`src/rtl/dma_copy_engine_if.sv`:
```
// rtl/dma_copy_engine_if.sv - host/RAM signal bundle for dma_copy_engine (fill ports with DMA_FILL_MODE_EN)
interface dma_copy_engine_if #(
  parameter int ADDR_WIDTH = 10,
  parameter int DATA_WIDTH = 32,
  parameter int LEN_WIDTH  = 10
);
  // Transfer request
  logic                  start;
  logic [ADDR_WIDTH-1:0] sourceAddress;
  logic [ADDR_WIDTH-1:0] destAddress;
  logic [LEN_WIDTH-1:0]  length;
`ifdef DMA_FILL_MODE_EN
  logic [DATA_WIDTH-1:0] fillValue;
  logic                  fillMode;
`endif
  // CPU pass-through side
  logic [ADDR_WIDTH-1:0] cpuAddress;
  logic [DATA_WIDTH-1:0] cpuDataC;
  logic                  cpuWriteEnable;
  // Status
  logic                  busy;
  logic                  done;
  // Data RAM side
  logic [ADDR_WIDTH-1:0] ramAddress;
  logic [DATA_WIDTH-1:0] ramDataC;
  logic                  ramWriteEnable;
  logic [DATA_WIDTH-1:0] ramDataOutput;

  modport slave (
`ifdef DMA_FILL_MODE_EN
    input  fillValue, fillMode,
`endif
    input  start, sourceAddress, destAddress, length,
    input  cpuAddress, cpuDataC, cpuWriteEnable,
    output busy, done,
    output ramAddress, ramDataC, ramWriteEnable,
    input  ramDataOutput
  );

  modport master (
`ifdef DMA_FILL_MODE_EN
    output fillValue, fillMode,
`endif
    output start, sourceAddress, destAddress, length,
    output cpuAddress, cpuDataC, cpuWriteEnable,
    input  busy, done,
    input  ramAddress, ramDataC, ramWriteEnable,
    output ramDataOutput
  );
endinterface

```
`src/rtl/dma_copy_engine.sv`:
```
// rtl/dma_copy_engine.sv - word-copy DMA engine owning the data RAM port; fill mode with DMA_FILL_MODE_EN
module dma_copy_engine #(
  parameter int ADDR_WIDTH = 10,
  parameter int DATA_WIDTH = 32,
  parameter int LEN_WIDTH  = 10
) (
  input  logic               clock,
  input  logic               resetN,
  dma_copy_engine_if.slave   bus
);

  typedef enum logic [1:0] {
    S_IDLE  = 2'd0,
    S_READ  = 2'd1,
    S_WRITE = 2'd2,
    S_DONE  = 2'd3
  } state_t;

  state_t                state_q, state_d;
  logic [ADDR_WIDTH-1:0] src_q, src_d;
  logic [ADDR_WIDTH-1:0] dst_q, dst_d;
  logic [LEN_WIDTH-1:0]  remaining_q, remaining_d;
`ifdef DMA_FILL_MODE_EN
  logic                  fill_q, fill_d;
  logic [DATA_WIDTH-1:0] fill_value_q, fill_value_d;
`endif

  logic [ADDR_WIDTH-1:0] ram_address;
  logic [DATA_WIDTH-1:0] ram_data;
  logic                  ram_we;
  logic                  busy_c;
  logic                  done_c;

  // State and transfer-context registers; reset abandons any transfer in flight
  always_ff @(posedge clock or negedge resetN) begin
    if (!resetN) begin
      state_q      <= S_IDLE;
      src_q        <= '0;
      dst_q        <= '0;
      remaining_q  <= '0;
`ifdef DMA_FILL_MODE_EN
      fill_q       <= 1'b0;
      fill_value_q <= '0;
`endif
    end else begin
      state_q      <= state_d;
      src_q        <= src_d;
      dst_q        <= dst_d;
      remaining_q  <= remaining_d;
`ifdef DMA_FILL_MODE_EN
      fill_q       <= fill_d;
      fill_value_q <= fill_value_d;
`endif
    end
  end

  // Next-state logic and RAM port mux: CPU owns the port except in READ/WRITE
  always_comb begin
    state_d      = state_q;
    src_d        = src_q;
    dst_d        = dst_q;
    remaining_d  = remaining_q;
`ifdef DMA_FILL_MODE_EN
    fill_d       = fill_q;
    fill_value_d = fill_value_q;
`endif
    ram_address  = bus.cpuAddress;
    ram_data     = bus.cpuDataC;
    ram_we       = bus.cpuWriteEnable;
    busy_c       = 1'b0;
    done_c       = 1'b0;

    case (state_q)
      S_IDLE: begin
        if (bus.start) begin
          if (bus.length == '0) begin
            state_d = S_DONE;
          end else begin
            src_d       = bus.sourceAddress;
            dst_d       = bus.destAddress;
            remaining_d = bus.length;
`ifdef DMA_FILL_MODE_EN
            fill_d       = bus.fillMode;
            fill_value_d = bus.fillValue;
            state_d      = bus.fillMode ? S_WRITE : S_READ;
`else
            state_d      = S_READ;
`endif
          end
        end
      end

      S_READ: begin
        // Register the source address; its word appears on ramDataOutput next cycle
        ram_address = src_q;
        ram_data    = '0;
        ram_we      = 1'b0;
        busy_c      = 1'b1;
        state_d     = S_WRITE;
      end

      S_WRITE: begin
        ram_address = dst_q;
`ifdef DMA_FILL_MODE_EN
        ram_data    = fill_q ? fill_value_q : bus.ramDataOutput;
`else
        ram_data    = bus.ramDataOutput;
`endif
        ram_we      = 1'b1;
        busy_c      = 1'b1;
        src_d       = src_q + ADDR_WIDTH'(1);
        dst_d       = dst_q + ADDR_WIDTH'(1);
        remaining_d = remaining_q - LEN_WIDTH'(1);
        if (remaining_q == LEN_WIDTH'(1)) begin
          state_d = S_DONE;
        end else begin
`ifdef DMA_FILL_MODE_EN
          state_d = fill_q ? S_WRITE : S_READ;
`else
          state_d = S_READ;
`endif
        end
      end

      S_DONE: begin
        done_c  = 1'b1;
        state_d = S_IDLE;
      end

      default: begin
        state_d = S_IDLE;
      end
    endcase
  end

  assign bus.busy           = busy_c;
  assign bus.done           = done_c;
  assign bus.ramAddress     = ram_address;
  assign bus.ramDataC       = ram_data;
  // Write strobe is held off for the whole reset window, even in pass-through
  assign bus.ramWriteEnable = ram_we & resetN;

endmodule

```
`src/flat_wrapper.sv`:
```
// flat-port wrapper written by rule: the top's interface ports become plain ports
module dma_copy_engine_flat 
#(
  parameter int ADDR_WIDTH = 10,
  parameter int DATA_WIDTH = 32,
  parameter int LEN_WIDTH  = 10
)
  (clock, resetN, bus_start, bus_sourceAddress, bus_destAddress, bus_length, bus_cpuAddress, bus_cpuDataC, bus_cpuWriteEnable, bus_busy, bus_done, bus_ramAddress, bus_ramDataC, bus_ramWriteEnable, bus_ramDataOutput);
  dma_copy_engine_if #(.ADDR_WIDTH(ADDR_WIDTH), .DATA_WIDTH(DATA_WIDTH), .LEN_WIDTH(LEN_WIDTH)) bus_i ();
  input  logic clock;
  input  logic resetN;
  input wire logic [$bits(bus_i.start)-1:0] bus_start;
  input wire logic [$bits(bus_i.sourceAddress)-1:0] bus_sourceAddress;
  input wire logic [$bits(bus_i.destAddress)-1:0] bus_destAddress;
  input wire logic [$bits(bus_i.length)-1:0] bus_length;
  input wire logic [$bits(bus_i.cpuAddress)-1:0] bus_cpuAddress;
  input wire logic [$bits(bus_i.cpuDataC)-1:0] bus_cpuDataC;
  input wire logic [$bits(bus_i.cpuWriteEnable)-1:0] bus_cpuWriteEnable;
  output wire logic [$bits(bus_i.busy)-1:0] bus_busy;
  output wire logic [$bits(bus_i.done)-1:0] bus_done;
  output wire logic [$bits(bus_i.ramAddress)-1:0] bus_ramAddress;
  output wire logic [$bits(bus_i.ramDataC)-1:0] bus_ramDataC;
  output wire logic [$bits(bus_i.ramWriteEnable)-1:0] bus_ramWriteEnable;
  input wire logic [$bits(bus_i.ramDataOutput)-1:0] bus_ramDataOutput;
  assign bus_i.start = bus_start;
  assign bus_i.sourceAddress = bus_sourceAddress;
  assign bus_i.destAddress = bus_destAddress;
  assign bus_i.length = bus_length;
  assign bus_i.cpuAddress = bus_cpuAddress;
  assign bus_i.cpuDataC = bus_cpuDataC;
  assign bus_i.cpuWriteEnable = bus_cpuWriteEnable;
  assign bus_busy = bus_i.busy;
  assign bus_done = bus_i.done;
  assign bus_ramAddress = bus_i.ramAddress;
  assign bus_ramDataC = bus_i.ramDataC;
  assign bus_ramWriteEnable = bus_i.ramWriteEnable;
  assign bus_i.ramDataOutput = bus_ramDataOutput;
  dma_copy_engine #(.ADDR_WIDTH(ADDR_WIDTH), .DATA_WIDTH(DATA_WIDTH), .LEN_WIDTH(LEN_WIDTH)) u_core (.clock(clock), .resetN(resetN), .bus(bus_i));
endmodule
```
`config.mk`:
```
export PLATFORM = sky130hd
export DESIGN_NAME = dma_copy_engine_flat
export DESIGN_NICKNAME = d
export VERILOG_FILES = /design/src/rtl/dma_copy_engine_if.sv /design/src/rtl/dma_copy_engine.sv /design/src/flat_wrapper.sv
export SDC_FILE = /design/constraint.sdc
export NUM_CORES = 1
export LEC_CHECK = 0
export CAP_MARGIN = 0
export CORE_AREA = 2 2 120 122
export DETAILED_ROUTE_END_ITERATION = 10
export DIE_AREA = 0 0 122 124
export SKIP_LAST_GASP = 1
export SYNTH_ARGS = -nofsm -noshare
export SYNTH_HDL_FRONTEND = slang
export SYNTH_SLANG_ARGS = --single-unit
```
`constraint.sdc`:
```
create_clock -name clock -period 3.9 [get_ports clock]
set_clock_uncertainty 0.1 [all_clocks]
set_input_delay 0.585 -clock clock [delete_from_list [all_inputs] [get_ports clock]]
set_output_delay 0.585 -clock clock [all_outputs]
set_load 0.01 [all_outputs]
```
Yosys cells after proc, flatten, opt, wreduce, memory -nomap -nowiden
Index checks and enable logic that the tools add are counted.
{"block": "op_classes", "addsub": 3, "n_eq_ne": 6, "mux": 18, "n_bitwise": 1, "reduce_logical": 5}
{"cell": "one-hot mux 10 bit (2 select lines)", "n": 4}
{"cell": "one-hot mux 32 bit (2 select lines)", "n": 1}
{"cell": "two-way mux 10 bit", "n": 6}
{"cell": "adder 10 x 1 -> 10 bit (second input constant)", "n": 2}
{"cell": "== test 10 x 1 -> 1 bit (second input constant)", "n": 1}
{"cell": "logical NOT 10 bit", "n": 1}
{"cell": "subtractor 10 x 1 -> 10 bit (second input constant)", "n": 1}
{"cell": "one-hot mux 2 bit (4 select lines)", "n": 1}
{"cell": "two-way mux 2 bit", "n": 3}
{"cell": "== test 2 bit (second input constant)", "n": 2}
{"cell": "!= test 2 bit (second input constant)", "n": 2}
{"cell": "AND reduction 3 bit", "n": 1}
{"cell": "== test 2 x 1 -> 1 bit (second input constant)", "n": 1}
{"cell": "logical NOT 2 bit", "n": 1}
{"cell": "two-way mux 1 bit", "n": 2}
{"cell": "one-hot mux 1 bit (2 select lines)", "n": 1}
{"cell": "nonzero test 2 bit", "n": 1}
{"cell": "OR reduction 2 bit", "n": 1}
{"cell": "bitwise AND 1 bit", "n": 1}
{"block": "totals", "register_bits": 32, "inputBits": 108, "out_inout_bits": 45, "wordCells": 37}

Longest topological paths before layout
Gate-level depths: netlist (run 1).
{"block": "logic_depth", "word_depth": 4, "depth_mapped": 9, "ltp_nobuf": 6}

Worst setup path after synthesis (run 1)
OpenSTA, ideal clock, no wires.
{"block": "synth_path", "path_kind": "register to output", "from": "reg u_core.state_q[1]", "to": "out bus_ramDataC[0]", "arrival_time_ps": 1824, "required_time_ps": 3215, "setup_slack_ps": 1391, "stages_incl_launch_ff": 9, "n_path_buf": 3, "path_cell_list": "dfrtp_1 > inv_1 > ha_1 > clkbuf_1 > and2_1 > clkbuf_1 > clkbuf_1 > nand2_1 > o21ai_0"}
{"block": "synth_between", "elab_chain_len": 2, "elab_cells_between_ends": 3, "cone_classes": "2 x eq/ne; 1 x mux"}
{"item": "start: declaration", "line_no": "dma_copy_engine.sv:19", "rtl": "state_t state_q, state_d;"}
{"item": "start signal: assignment", "line_no": "dma_copy_engine.sv:46", "rtl": "state_q <= state_d;"}
{"item": "== test 2 bit or == test 2 x 1 -> 1 bit (tied branches)", "line_no": "dma_copy_engine.sv:73", "rtl": "case (state_q)"}
{"item": "one-hot mux 32 bit (2 select lines) *", "line_no": "dma_copy_engine.sv:73"}
{"item": "end: declaration", "line_no": "flat_wrapper.sv:22", "rtl": "output wire logic [$bits(bus_i.ramDataC)-1:0] bus_ramDataC;"}
Every way passes the cells marked *; elsewhere a longest branch is shown, timed or not.

Final worst setup path (run 1)
{"block": "layout_path", "from": "reg u_core.state_q[1]", "to": "out bus_ramDataC[24]"}
Same word-level chain as after synthesis.

==> results.cfg, run 1 <==
[global_routing]
antenna_found_initial = 0
grt_pass1_vias = 3820
grt_overflow_total = 0
grt_pass1_wl_um = 20900
grt_max_degree = 47
grt_use_total = 0.178

[cells_and_area]
syn_to_final_growth_pct = 51.4
fillerInstances = 1439
diodes = 0
multi_input_area_um2 = 2080
fin_nets = 680
seqCellArea_um2 = 801
drive_gt1_frac = 0.0553
final_util = 0.361

[routing]
wl_per_cell_um = 17.9
vias_per_cell = 5.16
drc = 0
drt_wl_total_um = 13300
ant_nets = 0
dr.pass1.iters = 5
drt_iter0_drc = 267
num_vias = 3827

[placed_design]
gp_congestion = 0.845
io_buffers = 152
dp_hpwl_um = 10300

[run]
maxCapViolations = 0

[hold_path]
min_path_type = reg -> reg

[synth]
synthesis.area_um2 = 3270
synth_area_leaders = dfrtp_1, o21ai_0, nand2_1
synthArstFlopShare = 1.00
syn_inst = 440
synth_seq_cells = 32
avgSynthCellArea_um2 = 7.43
yosys.cell_count.top_type = nand2_1
synth_area_leader_cell = dfrtp_1
yosys_warnings = 0
yosysUniqueCellTypes = 69
synth.top_cell.area_share = 0.245
yosysSeqAreaShare = 0.245
synth_top_flop_cell = dfrtp_1
postSynthNetCount = 557
synth_edf_count = 0
synth_common_cells = nand2_1, o21ai_0, inv_1

[sta]
rsz0062_at_grt = false
hold_violations = 0
fin_setup_tns_ns = 0
min_period_over_period = 0.855
tightest_slew_ns = 0.938
whs_ns = 0.478
maxSlewViolCount = 0
slew_headroom = 0.375
report.final.setup_viol = 0
timing.fmax_mhz = 300
fin_crit_ns = 3.33

[floorplan]
design.die.area_um2 = 15100
initial_core_util = 0.238
die_h_um = 124
io_pins = 153
core_um2 = 13700
fp.dieW_um = 122
num_rows = 43

[cts]
clk_path_buf_depth = 2
clk_latency_ns = 0.27
cts_buffers = 5
tritoncts = done
htreeDepth = 2
cts_resized = 0
clk_pin_slew_worst_paths_ns = 0.05
root_buffer = clkbuf_16
cts_hold_buf = 0
cts_setup_buffers = 0
cts.sinks = 32

[critical_path]
criticalPathCategory = reg -> out
end_kind = output port
cp-start-kind = flop
worst-path-max-fanout = 32
arrival_ns = 2.65
critPathRequiredTime_ns = 3.21

[run_status]
outcome = finished, final reports clean

[pwr]
peakVddDrop_uv = 437
p_leak_uw = 0.00191
powerDensity_nw_per_um2 = 765
## power by group
group | internal (uW) | switching (uW) | leakage (uW) | total [uW]
registers | 507 | 279 | 0.000377 | 786
logic | 1280 | 1360 | 0.00148 | 2640
clock network | 225 | 134 | 0.0000616 | 359
## cell type report
cell class	count	area share
multi-input cells	326	0.421
flip-flops and latches	32	0.162
repair buffers	157	0.315
inverters	41	0.0311
clock buffers	5	0.0253
well taps	180	0.0455
## cells in the final DEF (no fill, tap or decap), types with 10 or more instances in the layout
| master | count |
|---|---|
| dfrtp_1 | 32 |
| inv_1 | 41 |
| a22oi_1 | 10 |
| mux2i_1 | 11 |
| nand3_1 | 24 |
| nor2_1 | 30 |
| nand2_1 | 48 |
| a21oi_1 | 19 |
| nor3_1 | 13 |
| clkdlybuf4s50_1 | 152 |
| o21ai_0 | 44 |
## final timing paths
kind	endpoint	startpoint	slack, ns	depth (start not counted)
setup / recovery	bus_ramDataC[24]	u_core.state_q[1]	0.57	7
hold / removal	u_core.state_q[1]	u_core.state_q[1]	0.48	1
setup reg to reg	u_core.remaining_q[2]	u_core.state_q[0]	0.79	6
hold reg to reg	u_core.state_q[1]	u_core.state_q[1]	0.48	1
max in group asynchronous	u_core.src_q[0]	resetN	2.65	2
min in group asynchronous	u_core.remaining_q[3]	resetN	0.74	2
## metrics by stage
| step | power (uW) | setup slack (ns) | instances | instance area (um^2) |
|---|---|---|---|---|
| floorplan | 2270 | 1.39 | 440 | 3270 |
| global placement | 3400 | 0.740 | 736 | 4820 |
| detailed placement | 3420 | 0.711 | 736 | 4820 |
| CTS | 3810 | 0.527 | 741 | 4950 |
| global route | 4110 | 0.328 | 741 | 4950 |
| finish | 3790 | 0.566 | 741 | 4950 |
## critical path: stages, from the launching register on
cell             delay [ns]
dfrtp_1                0.39
inv_1                  0.10
ha_1                   0.59
and2_1                 0.19
buf_4                  0.30
nand2_1                0.10
o21ai_0                0.08
clkdlybuf4s50_1        0.61
## cells by family after synthesis
kind of cell / count (synthesis) / synth area share
AND/OR/NAND/NOR: 170 / 0.273
AO/OA/AOI/OAI: 130 / 0.274
buffers and inverters: 82 / 0.118
flip-flops: 32 / 0.245
multiplexers: 17 / 0.0555
adder cells (fa/ha/maj): 9 / 0.0344
## flip-flops by register name (all words and copies together) (netlist names)
signal,cells
u_core.src_q,10
u_core.state_q,2
u_core.remaining_q,10
u_core.dst_q,10
## metal layers
layer	vias up	share of wire	wire length, um	track usage
li1	1839	-	-	-
met1	1753	0.46	6060	0.256
met2	220	0.43	5690	0.263
met3	15	0.099	1320	0.0417
met4	0	0.018	233	0.0503
met5	-	0	0	0
(Power assumes the default switching activity.)
==> run 2: changes to the inputs <==
--- a/config.mk
+++ b/config.mk
@@ -9,6 +9,7 @@
 export CORE_AREA = 2 2 120 122
 export DETAILED_ROUTE_END_ITERATION = 10
 export DIE_AREA = 0 0 122 124
+export MAX_ROUTING_LAYER = met4
 export SKIP_LAST_GASP = 1
 export SYNTH_ARGS = -nofsm -noshare
 export SYNTH_HDL_FRONTEND = slang
==> constraint.sdc (replaced) <==
create_clock -name clock -period 3.7 [get_ports clock]
set_clock_uncertainty 0.1 [all_clocks]
set_input_delay 0.555 -clock clock [delete_from_list [all_inputs] [get_ports clock]]
set_output_delay 0.555 -clock clock [all_outputs]
set_load 0.01 [all_outputs]
==> results.cfg, run 2 (synthesis gave the netlist of run 1 again) <==
[run_status]
outcome = finished, final reports clean

[placed_design]
dp_cells = 741
placed_area_um2 = 4860
dp_hpwl_um = 10300
io_buffers = 152
gp_congestion = 0.838

[floorplan]
core_um2 = 13700
die_h_um = 124
fp.dieW_um = 122
initial_core_util = 0.238
num_rows = 43
design.die.area_um2 = 15100
io_pins = 153

[sta]
hold_violations = 0
tightest_slew_ns = 0.631
min_period_over_period = 0.895
fin_crit_ns = 3.31
whs_ns = 0.488
timing.fmax_mhz = 302
rsz0062_at_grt = false
slew_headroom = 0.580
report.final.setup_viol = 0
fin_setup_tns_ns = 0
maxSlewViolCount = 0

[cells_and_area]
top_regs = u_core.dst_q: 10 flops, u_core.remaining_q: 10 flops, u_core.src_q: 10 flops
fillerInstances = 1450
final_cell_area_um2 = 5020
syn_to_final_growth_pct = 53.7
layout.cells.non_filler = 749
final_cell_mix = clkdlybuf4s50_1, nand2_1, o21ai_0
diodes = 0
fin_nets = 685
final_common_cell = clkdlybuf4s50_1
drive_gt1_frac = 0.0668

[cts]
cts_hold_buf = 0
clk_pin_slew_worst_paths_ns = 0.05
cts_resized = 0
clk_latency_ns = 0.28
cts_setup_buffers = 0
root_buffer = clkbuf_16
cts.sinks = 32
htreeDepth = 2
tritoncts = done
cts_buffers = 5
clk_path_buf_depth = 2

[global_routing]
grt_overflow_total = 0
grt_use_total = 0.180
grt_pass1_wl_um = 20600
antenna_found_initial = 0
grt_pass1_vias = 3735
grt_max_degree = 47

[critical_path]
crit_chain = inv_1 -> ha_1 -> and2_1 -> buf_4 -> nand2_1 -> o21ai_0 -> clkdlybuf4s50_1
max_stage_delay_ns = 0.59
end_kind = output port
cp-start-kind = flop
arrival_ns = 2.66
criticalPathCategory = reg -> out
critPathRequiredTime_ns = 3.04
worst-path-max-fanout = 32
cp_slowest_cell = ha_1

[pwr]
p_comb_frac = 0.685
internal-power_uw = 2220
p_seq_frac = 0.201
clkPwrFrac = 0.114
powerDensity_nw_per_um2 = 815
p_leak_uw = 0.00196
power_uw = 4090
peakVddDrop_uv = 507
p_switching_uw = 1880
p_sw_frac = 0.459

[routing]
wl_per_cell_um = 17.7
drt_wl_total_um = 13200
vias_per_cell = 5.09
dr.pass1.iters = 5
drc = 0
num_vias = 3816
drt_iter0_drc = 244
ant_nets = 0

[run]
maxCapViolations = 0

[hold_path]
min_path_type = reg -> reg
run 2: final timing paths:
kind / from / end / slack, ns / cells past startpoint
setup / recovery: u_core.state_q[1] / bus_ramDataC[21] / 0.39 / 7
hold / removal: u_core.dst_q[1] / u_core.dst_q[1] / 0.49 / 2
setup reg to reg: u_core.state_q[0] / u_core.dst_q[0] / 0.88 / 6
hold reg to reg: u_core.dst_q[1] / u_core.dst_q[1] / 0.49 / 2
max in group asynchronous: resetN / u_core.src_q[4] / 2.44 / 2
min in group asynchronous: resetN / u_core.remaining_q[2] / 0.73 / 2
run 2: stage by stage:
step | setup WS [ns] | util
detailed placement | 0.582 | 0.354
global route | 0.193 | 0.366
global placement | 0.616 | 0.354
floorplan | 1.22 | -
finish | 0.388 | 0.366
CTS | 0.348 | 0.366
run 2: power by group through the flow:
| stage | Sequential (uW) | Clock [uW] | Combinational, uW |
|---|---|---|---|
| 2_1_floorplan | 666 | 0 | 1720 |
| 3_3_place_gp | 808 | 0 | 2780 |
| 3_5_place_dp | 820 | 0 | 2790 |
| 4_1_cts | 814 | 478 | 2820 |
| 5_1_grt | 859 | 493 | 3070 |
| 6_report | 825 | 467 | 2800 |
run 2: routing by layer:
layer,global-route usage,up-vias,part of all wire,wire length [um]
met3,0.0270,6,0.078,1030
li1,-,1861,-,-
met1,0.256,1769,0.48,6310
met4,0.0424,0,0.010,138
met5,-,-,0,0
met2,0.269,180,0.43,5740
run 2: final cells by class:
type                    count  area (um^2)  area share
flip-flops and latches     32          801       0.159
multi-input cells         326         2080       0.415
clock buffers               6          129      0.0256
well taps                 180          225      0.0448
inverters                  41          154      0.0306
repair buffers            162         1600       0.318
clock inverters             2         35.0     0.00697
run 2: critical path: cells and delay by family, from the launching register on:
| kind | cells | cell delay, ns |
|---|---|---|
| buf+inv | 3 | 0.97 |
| fa+ha+maj | 1 | 0.59 |
| flops | 1 | 0.40 |
| simple gates | 2 | 0.31 |
| compound gates | 1 | 0.10 |
